--- config.mk ---
export PLATFORM = sky130hd
export DESIGN_NAME = imem_boot_loader
export DESIGN_NICKNAME = d
export VERILOG_FILES = /design/src/rtl/imem_boot_loader.sv
export SDC_FILE = /design/constraint.sdc
export NUM_CORES = 1
export LEC_CHECK = 0
export ABC_AREA = 0
export CAP_MARGIN = 10
export CORE_ASPECT_RATIO = 0.7
export CORE_MARGIN = 10
export CORE_UTILIZATION = 51
export CTS_BUF_LIST = sky130_fd_sc_hd__clkbuf_4 sky130_fd_sc_hd__clkbuf_8
export CTS_CLUSTER_DIAMETER = 80
export DETAILED_ROUTE_END_ITERATION = 6
export HOLD_SLACK_MARGIN = 0.03
export PLACE_DENSITY = 0.87
export REMOVE_ABC_BUFFERS = 1
export SLEW_MARGIN = 20
export SYNTH_ARGS = -nofsm -noshare
export SYNTH_HDL_FRONTEND = slang
export SYNTH_SLANG_ARGS = --single-unit
--- constraint.sdc ---
create_clock -name i_clock -period 2.6 [get_ports i_clock]
set_input_delay 0.52 -clock i_clock [delete_from_list [all_inputs] [get_ports i_clock]]
set_output_delay 0.52 -clock i_clock [all_outputs]
set_load 0.01 [all_outputs]
--- src/rtl/imem_boot_loader.sv ---
// Boot loader: assembles a little-endian byte stream into 32-bit words, writes them
// sequentially into instruction memory and holds the CPU in reset until the load completes.
module imem_boot_loader #(
    parameter int unsigned numInstructions = 16,
    parameter logic [31:0] baseAddr        = 32'h0000_0000
) (
    input  logic        i_clock,
    input  logic        i_reset,
    input  logic [7:0]  i_byte,
    input  logic        i_valid,
    output logic        o_ready,
    output logic        o_imem_we,
    output logic [31:0] o_imem_addr,
    output logic [31:0] o_imem_data,
    output logic        o_cpu_reset,
    output logic        o_done,
    output logic [31:0] o_checksum
);

    typedef enum logic [1:0] {
        StLoad,
        StWrite,
        StDone
    } state_e;

    // LastWord is never reached when numInstructions is zero, since reset goes straight to StDone.
    localparam logic [31:0] LastWord   = 32'(numInstructions) - 32'd1;
    localparam state_e      ResetState = (numInstructions == 0) ? StDone : StLoad;

    state_e      state_q, state_d;
    logic [1:0]  byte_cnt_q, byte_cnt_d;
    logic [31:0] word_cnt_q, word_cnt_d;
    logic [31:0] word_q, word_d;
    logic [31:0] checksum_q, checksum_d;
    logic [31:0] addr_q, addr_d;
    logic [31:0] data_q, data_d;
    logic [31:0] word_full;

    always_ff @(posedge i_clock) begin
        if (i_reset) begin
            state_q    <= ResetState;
            byte_cnt_q <= 2'd0;
            word_cnt_q <= 32'd0;
            word_q     <= 32'd0;
            checksum_q <= 32'd0;
            addr_q     <= baseAddr;
            data_q     <= 32'd0;
        end else begin
            state_q    <= state_d;
            byte_cnt_q <= byte_cnt_d;
            word_cnt_q <= word_cnt_d;
            word_q     <= word_d;
            checksum_q <= checksum_d;
            addr_q     <= addr_d;
            data_q     <= data_d;
        end
    end

    always_comb begin
        state_d    = state_q;
        byte_cnt_d = byte_cnt_q;
        word_cnt_d = word_cnt_q;
        word_d     = word_q;
        checksum_d = checksum_q;
        addr_d     = addr_q;
        data_d     = data_q;
        word_full  = word_q | ({24'd0, i_byte} << {byte_cnt_q, 3'b000});

        unique case (state_q)
            StLoad: begin
                if (i_valid) begin
                    byte_cnt_d = byte_cnt_q + 2'd1;
                    word_d     = word_full;
                    if (byte_cnt_q == 2'd3) begin
                        // Capture the write beat now so address/data are registered in StWrite.
                        word_d  = 32'd0;
                        data_d  = word_full;
                        addr_d  = baseAddr + {word_cnt_q[29:0], 2'b00};
                        state_d = StWrite;
                    end
                end
            end
            StWrite: begin
                checksum_d = checksum_q + data_q;
                word_cnt_d = word_cnt_q + 32'd1;
                state_d    = (word_cnt_q == LastWord) ? StDone : StLoad;
            end
            StDone: begin
                state_d = StDone;
            end
            default: begin
                state_d = StLoad;
            end
        endcase
    end

    // The strobe is masked during reset so an interrupted write never reaches memory.
    assign o_ready     = (state_q == StLoad);
    assign o_imem_we   = (state_q == StWrite) && !i_reset;
    assign o_imem_addr = addr_q;
    assign o_imem_data = data_q;
    assign o_cpu_reset = (state_q != StDone);
    assign o_done      = (state_q == StDone);
    assign o_checksum  = checksum_q;

endmodule

# Yosys cells after proc, flatten, opt, wreduce, memory -nomap -nowiden
# Index checks and enable logic that the tools add are counted.
[op_classes]
bitwise = 1
add_sub_neg = 3
n_mux = 5
n_reduce_logical = 6
shifts = 1
n_eq_ne = 7
[ops]
columns = ["cell", "n"]
rows = [
  ["32-bit by 1-bit adder with 32-bit output (second input constant)", 1],
  ["32-bit adder", 1],
  ["32-bit by 4-bit equality test with 1-bit output (second input constant)", 1],
  ["32-bit 2-to-1 mux", 1],
  ["32-bit OR", 1],
  ["8-bit by 5-bit left shift with 32-bit output", 1],
  ["2-bit 2-to-1 mux", 3],
  ["2-bit one-hot mux with 3 select lines", 1],
  ["2-bit equality test (second input constant)", 2],
  ["2-bit inequality test (second input constant)", 2],
  ["2-bit AND reduction", 2],
  ["3-bit AND reduction", 1],
  ["2-bit by 1-bit adder with 2-bit output (second input constant)", 1],
  ["2-bit by 1-bit equality test with 1-bit output (second input constant)", 1],
  ["2-bit logical NOT", 1],
  ["2-bit by 1-bit inequality test with 1-bit output (second input constant)", 1],
  ["1-bit logical AND", 1],
  ["1-bit logical NOT", 1],
]
[word_totals]
out_inout_bits = 100
regBits = 162
input_bits = 11

# Depth between registers and ports, before layout
# Gate-level depths: netlist (run 1).
[depth]
depth_word = 4
ltp_mapped = 9
ltp_nobuf = 9

# Worst setup path before layout (run 1)
# No wires, ideal clock.
[synth_path]
kind = "register to register"
from = "reg data_q[0] (netlist: o_imem_data[0])"
to = "reg checksum_q[28] (netlist: o_checksum[28])"
t_arrival_ns = 2.348
path_slack_ns = 0.148
stages_incl_launch_ff = 10
cell_sequence = "dfxtp_1 -> ha_1 -> fa_1 -> a21oi_1 -> o21a_1 -> or3_1 -> a21oi_1 -> o31a_1 -> o2111a_1 -> a2111oi_2"
[synth_between]
elab_chain_cells = 1
[synth_lines]
columns = ["element", "line_no", "source"]
rows = [
  ["start: declaration", "36", "logic [31:0] data_q, data_d;"],
  ["start signal: assignment", "55", "data_q <= data_d;"],
  ["32-bit adder", "84", "checksum_d = checksum_q + data_q;"],
  ["end signal: assignment", "53", "checksum_q <= checksum_d;"],
  ["end: declaration", "34", "logic [31:0] checksum_q, checksum_d;"],
]
# No other way between the ends.
# A chain may end at the register's enable or synchronous reset.

# Worst setup path in the final report (run 1)
# Same ends and word-level chain as after synthesis.

==> flow_summary.toml, run 1 <==
[run_status]
outcome = "completed"

[run]
max-cap-violations = 0

[die]
die_w_um = 167.9
ioPinCount = 111
core_um2 = 14860
fp.dieH_um = 123.6
num_rows = 37
initial_utilization = 0.5258
dieArea_um2 = 20750

[placed_design]
io_buffers = 108
routabilityCongestion = 0.9843
dp_hpwl_um = 17580

[sta]
fmax_mhz = 396.2
finalSetupViolations = 0
relSlewSlack = 0.5848
worst_clock_skew_ps = 13.81
finalCriticalPeriod_ps = 2524
post-route-period-util = 0.9708
final_hold_viol_count = 0
slew_violations = 0
worstMarginPinSlew_ps = 621.5
whs_ps = 477.0

[detailed_routing]
wl_per_cell_um = 18.56
via_per_inst = 5.922
vias = 7485
wl_um = 23460
final_antenna_net_count = 0
dr.pass1.iters = 5
drt_iter0_drc = 609
route.detailed.drc = 0

[layout]
seq_area_um2 = 3246
multi_input_area_um2 = 4250
nFillCells = 1228
finalNetCount = 1101
areaGrowthSynthToFinish_pct = 23.97
utilization = 0.6518
antenna-diode-count = 0
layout-drive-gt1-share = 0.1076

[synthesis]
synth_seq_area_share = 0.4151
synth.avg_cell_area_um2 = 8.277
ys_ff_latch = 162
synthArstFlopShare = 0
syn-instance-count = 944
synth_edf_count = 0
synth_top_area_frac = 0.4151
yosys-top-cells-area = "dfxtp_1 42%, a21oi_1 7.5%, ha_1 5.3%"
synth_cell_type_count = 67
syn_area_um2 = 7814
synth_top_flop_cell = "dfxtp_1"
synth.largest_area_cell = "dfxtp_1"
synth_warnings = 0

[power]
p_leak_nw = 3.740
power_density_nw_per_um2 = 472.8
ir_worst_vdd_v = 0.0003136

[cts]
path_clk_slew_ps = 100
clock_latency_ps = 460
cts_tree = "built"
cts_num_sinks = 162
cts-htree-levels = 4
cts_buffers = 17
clk_path_buf_depth = 2
root_buffer = "clkbuf_8"
postCtsHoldBufs = 0

[grt]
grt_overflow = 0
grt_usage = 0.2201
grt_pass1_vias = 6878
grt_pass1_wl_um = 37140
grt_max_degree = 44
antenna_found_initial = 0

[critical_path]
max_stage_delay_ps = 390
slowest_stage = "fa_2"
worst_ep_required_time_ps = 2950
path_cells = "ha_1 -> fa_2 -> a21oi_4 -> o21a_1 -> or3_1 -> a21oi_1 -> o31a_1 -> o2111a_1 -> a2111oi_2"
endpoint_kind = "register"
path_max_fanout = 3
crit_path_start_kind = "register"
cp.arrival_ps = 2880
critical_path_class = "reg2reg"

[worst_hold_path]
hold_class = "reg2reg"
==> metal layers <==
layer  GRT usage  routed length (um)  up-vias
li1            -                   -     3619
met1      0.3067               10670     3518
met2      0.3180                9905      323
met3     0.07451                2654       25
met4     0.05803                 227        0
met5           0                   0        -
==> sequential cells by signal, summed over array words and instances, names as in the netlist <==
signal	flops
o_imem_addr	30
byte_cnt_q	2
o_imem_data	32
state_q	2
word_cnt_q	32
word_q	32
o_checksum	32
==> report_power, final <==
| group | switching (mW) | internal (mW) |
|---|---|---|
| combinational | 0.144 | 0.0802 |
| clock | 1.10 | 0.727 |
| sequential | 0.0196 | 2.51 |
==> area by class of cell <==
type	instances	area share
Multi-Input combinational cell	704	0.4388
Sequential cell	162	0.3351
Timing Repair Buffer	160	0.1547
Tap cell	195	0.02519
Clock buffer	17	0.02415
Clock inverter	15	0.01782
Inverter	11	0.004262
==> synth_stat cells (8+ instances only) <==
cell      count
dfxtp_1     162
nand3_1      37
xnor2_1      13
o21ai_0      64
and3_1       10
or3_1        16
a21o_1       14
ha_1         33
clkbuf_2      8
inv_1        11
a21oi_1     117
nor2_1       88
nor3_1       15
nand4_1      21
clkbuf_1     41
xor2_1       24
nand2_1     110
a22o_1       28
==> layout by cell type (no fill, tap or decap), types with 4 or more instances in the layout <==
master           instances
dfxtp_1                160
a21oi_1                115
nand2_1                110
clkdlybuf4s50_1        107
nor2_1                  88
o21ai_0                 64
buf_4                   50
nand3_1                 37
ha_1                    29
a22o_1                  28
xor2_1                  24
nand4_1                 21
clkbuf_8                17
or3_1                   16
nor3_1                  15
a21o_1                  14
xnor2_1                 13
inv_1                   11
and3_1                  10
nor4_1                   7
o21a_1                   6
and2_1                   6
nand2b_1                 6
a211oi_1                 6
nor2b_1                  5
a31oi_1                  5
nand3b_1                 5
clkinv_8                 5
o21bai_1                 4
a211o_1                  4
o311ai_0                 4
a221oi_1                 4
ha_2                     4
clkinv_4                 4
==> through the flow <==
step	setup slack (ps)	TNS [ps]	area (um^2)	cells	power (mW)
final	76.00	0	9687	1264	4.580
after detailed placement	-149.3	-149.3	9193	1228	2.793
after floorplan	-873.0	-49290	7482	877	2.680
after global placement	-27.77	-27.77	9193	1228	2.787
after global routing	-0.7214	-0.7214	9687	1264	4.721
after CTS	48.58	0	9613	1261	4.594
==> cells by family (layout without fill, tap and decap cells) <==
family	Yosys count	in the layout	synth area share
buf+inv	79	203	0.04820
other cells	1	2	0.0004799
xor+xnor	37	37	0.04147
simple gates	345	345	0.2111
compound gates	285	285	0.2264
fa+ha+maj	34	34	0.05540
flops	162	162	0.4151
mux	1	1	0.001921
==> worst max-delay path, delay by kind of cell, from the launching register on <==
family	cells	cell delay (ps)
AOI/OAI and AO/OA	6	1300
DFF	1	330
adders and majority gates	2	630
and+or+nand+nor	1	150
==> path summary, 6_finish.rpt <==
| kind | start | endpoint | slack (ps) | cells past startpoint |
|---|---|---|---|---|
| max | o_imem_data[0] | o_checksum[28] | 80 | 9 |
| min | word_q[31] | word_q[31] | 480 | 2 |
| max reg2reg | o_imem_data[0] | o_checksum[28] | 80 | 9 |
| min reg2reg | word_q[31] | word_q[31] | 480 | 2 |
==> what timing repair did <==
| action | 4_1_cts | 5_1_grt |
|---|---|---|
| pin swaps | 1 | 1 |
| buffers inserted | 1 | 2 |
| setup endpoints to repair | 1 | 4 |
| gates resized for setup | 2 | 9 |
(Power assumes the default switching activity.)
==> run 2: changes to the inputs <==
--- a/config.mk
+++ b/config.mk
@@ -14,7 +14,7 @@
 export CTS_CLUSTER_DIAMETER = 80
 export DETAILED_ROUTE_END_ITERATION = 6
 export HOLD_SLACK_MARGIN = 0.03
-export PLACE_DENSITY = 0.87
+export PLACE_DENSITY = 0.78
 export REMOVE_ABC_BUFFERS = 1
 export SLEW_MARGIN = 20
 export SYNTH_ARGS = -nofsm -noshare
==> run 2 against run 1 <==
Effect of this change:
- clock-buffer cell count grew 1
- worst setup slack lost 2.2 ps
- via count is 1.4% lower
- register-to-register slack about the same
- non-clock buffer count decreased by 9
- first-iteration DRC count is 8.2% higher
- critical path depth did not move
- combinational power shrank 4%
- die area unchanged
- routed wire length is 2.5% lower
- highest routed layer unchanged
- cell area shrank 1.1%
==> flow_summary.toml, run 2 (synthesis results as in run 1) <==
[cts]
postCtsHoldBufs = 0
cts_tree = "built"
clock_latency_ps = 460
cts_num_sinks = 162
root_buffer = "clkbuf_8"
path_clk_slew_ps = 100
clk_path_buf_depth = 2
cts_buffers = 17
cts-htree-levels = 4

[layout]
final_cell_mix = "162 x dfxtp_1, 115 x a21oi_1, 110 x nand2_1"
utilization = 0.6449
final_common_cell = "dfxtp_1"
layout-drive-gt1-share = 0.09717
nFillCells = 1254
areaGrowthSynthToFinish_pct = 22.64
seq_area_um2 = 3243
antenna-diode-count = 0
finalNonFillerCells = 1255
finalNetCount = 1092
multi_input_area_um2 = 4258

[grt]
grt_max_degree = 63
grt_pass1_wl_um = 35910
antenna_found_initial = 0
grt_usage = 0.2121
grt_overflow = 0
grt_pass1_vias = 6592

[critical_path]
r2r-start = "o_imem_data[0]"
ff2ff_setup_slack_ps = 70
cp.arrival_ps = 2870
timing.rr.end = "o_checksum[28]"
endpoint_kind = "register"
crit_path_start_kind = "register"
critical_path_class = "reg2reg"
worst_ep_required_time_ps = 2940
worstRegToRegCells = 9
path_max_fanout = 4

[run_status]
outcome = "completed"

[sta]
worstMarginPinSlew_ps = 659.4
post-route-period-util = 0.9716
slew_violations = 0
worst_slack_ps = 73.85
final_hold_viol_count = 0
relSlewSlack = 0.5604
worst_clock_skew_ps = 19.29
finalSetupViolations = 0
finalCriticalPeriod_ps = 2526
rsz0062_at_grt = "true"
fmax_mhz = 395.9

[die]
fp.dieH_um = 123.6
initial_utilization = 0.5258
core_um2 = 14860
num_rows = 37
dieArea_um2 = 20750
ioPinCount = 111
die_w_um = 167.9

[detailed_routing]
drt_iter0_drc = 659
via_per_inst = 5.879
vias = 7378
wl_per_cell_um = 18.23
dr.pass1.iters = 6
route.detailed.drc = 0
wl_um = 22880
final_antenna_net_count = 0

[worst_hold_path]
hold_path_end = "word_q[21]"
hold_start = "word_q[21]"
hold_class = "reg2reg"
hold_depth = 2

[placed_design]
dp_hpwl_um = 16980
io_buffers = 108
place_inst = 1222
routabilityCongestion = 0.9718
dp_slack_ps = -56.85

[power]
power_density_nw_per_um2 = 465.6
ir_worst_vdd_v = 0.0002825
p_total_mw = 4.462
p_leak_nw = 3.676

[run]
max-cap-violations = 0
[run 2: metrics by stage]
stage                     setup TNS [ps]  cell area, um^2  hold slack (ps)
after floorplan                   -49290             7482            437.5
after global routing              -84.30             9583            493.6
final                                  0             9583            473.4
after CTS                              0             9539            477.2
after global placement            -24.65             9173            446.5
after detailed placement          -56.85             9173            454.2
[run 2: report_power, final]
| part | internal (mW) | total, mW | switching [mW] |
|---|---|---|---|
| registers | 2.51 | 2.52 | 0.0186 |
| clock network | 0.701 | 1.72 | 1.02 |
| logic | 0.0769 | 0.216 | 0.139 |
[run 2: area by class of cell]
cell class	count	area share
multi-input combinational	704	0.4443
inverter	11	0.004309
timing repair buffer	151	0.1499
clock buffer	18	0.02520
clock inverter	14	0.01240
tap	195	0.02546
sequential	162	0.3384
[run 2: worst max path at each step]
stage                              start              end  cells past startpoint
after floorplan                  i_valid  o_imem_addr[10]                      2
after global placement    o_imem_data[0]   o_checksum[28]                      9
after detailed placement  o_imem_data[0]   o_checksum[28]                      9
after CTS                 o_imem_data[0]   o_checksum[28]                      9
after global routing      o_imem_data[0]   o_checksum[28]                      9
final                     o_imem_data[0]   o_checksum[28]                      9
[run 2: metal layers]
metal | track usage | vias up | wire, um
met5 | 0 | - | 0
met4 | 0.04284 | 0 | 119
met3 | 0.05929 | 14 | 2254
met2 | 0.2942 | 307 | 9201
met1 | 0.3172 | 3472 | 11310
li1 | - | 3585 | -
[run 2: repair_timing]
item | 4_1_cts | 5_1_grt
resized for setup | 2 | 8
setup buffers | 0 | 1
pin swaps | 1 | 2
setup endpoints to repair | 1 | 3
[run 2: critical path, stage by stage (launching register included)]
cell       delay [ps]
dfxtp_1           330
ha_1              220
fa_2              380
a21oi_4           210
o21a_1            160
or3_1             150
a21oi_1           100
o31a_1            300
o2111a_1          240
a2111oi_2         310
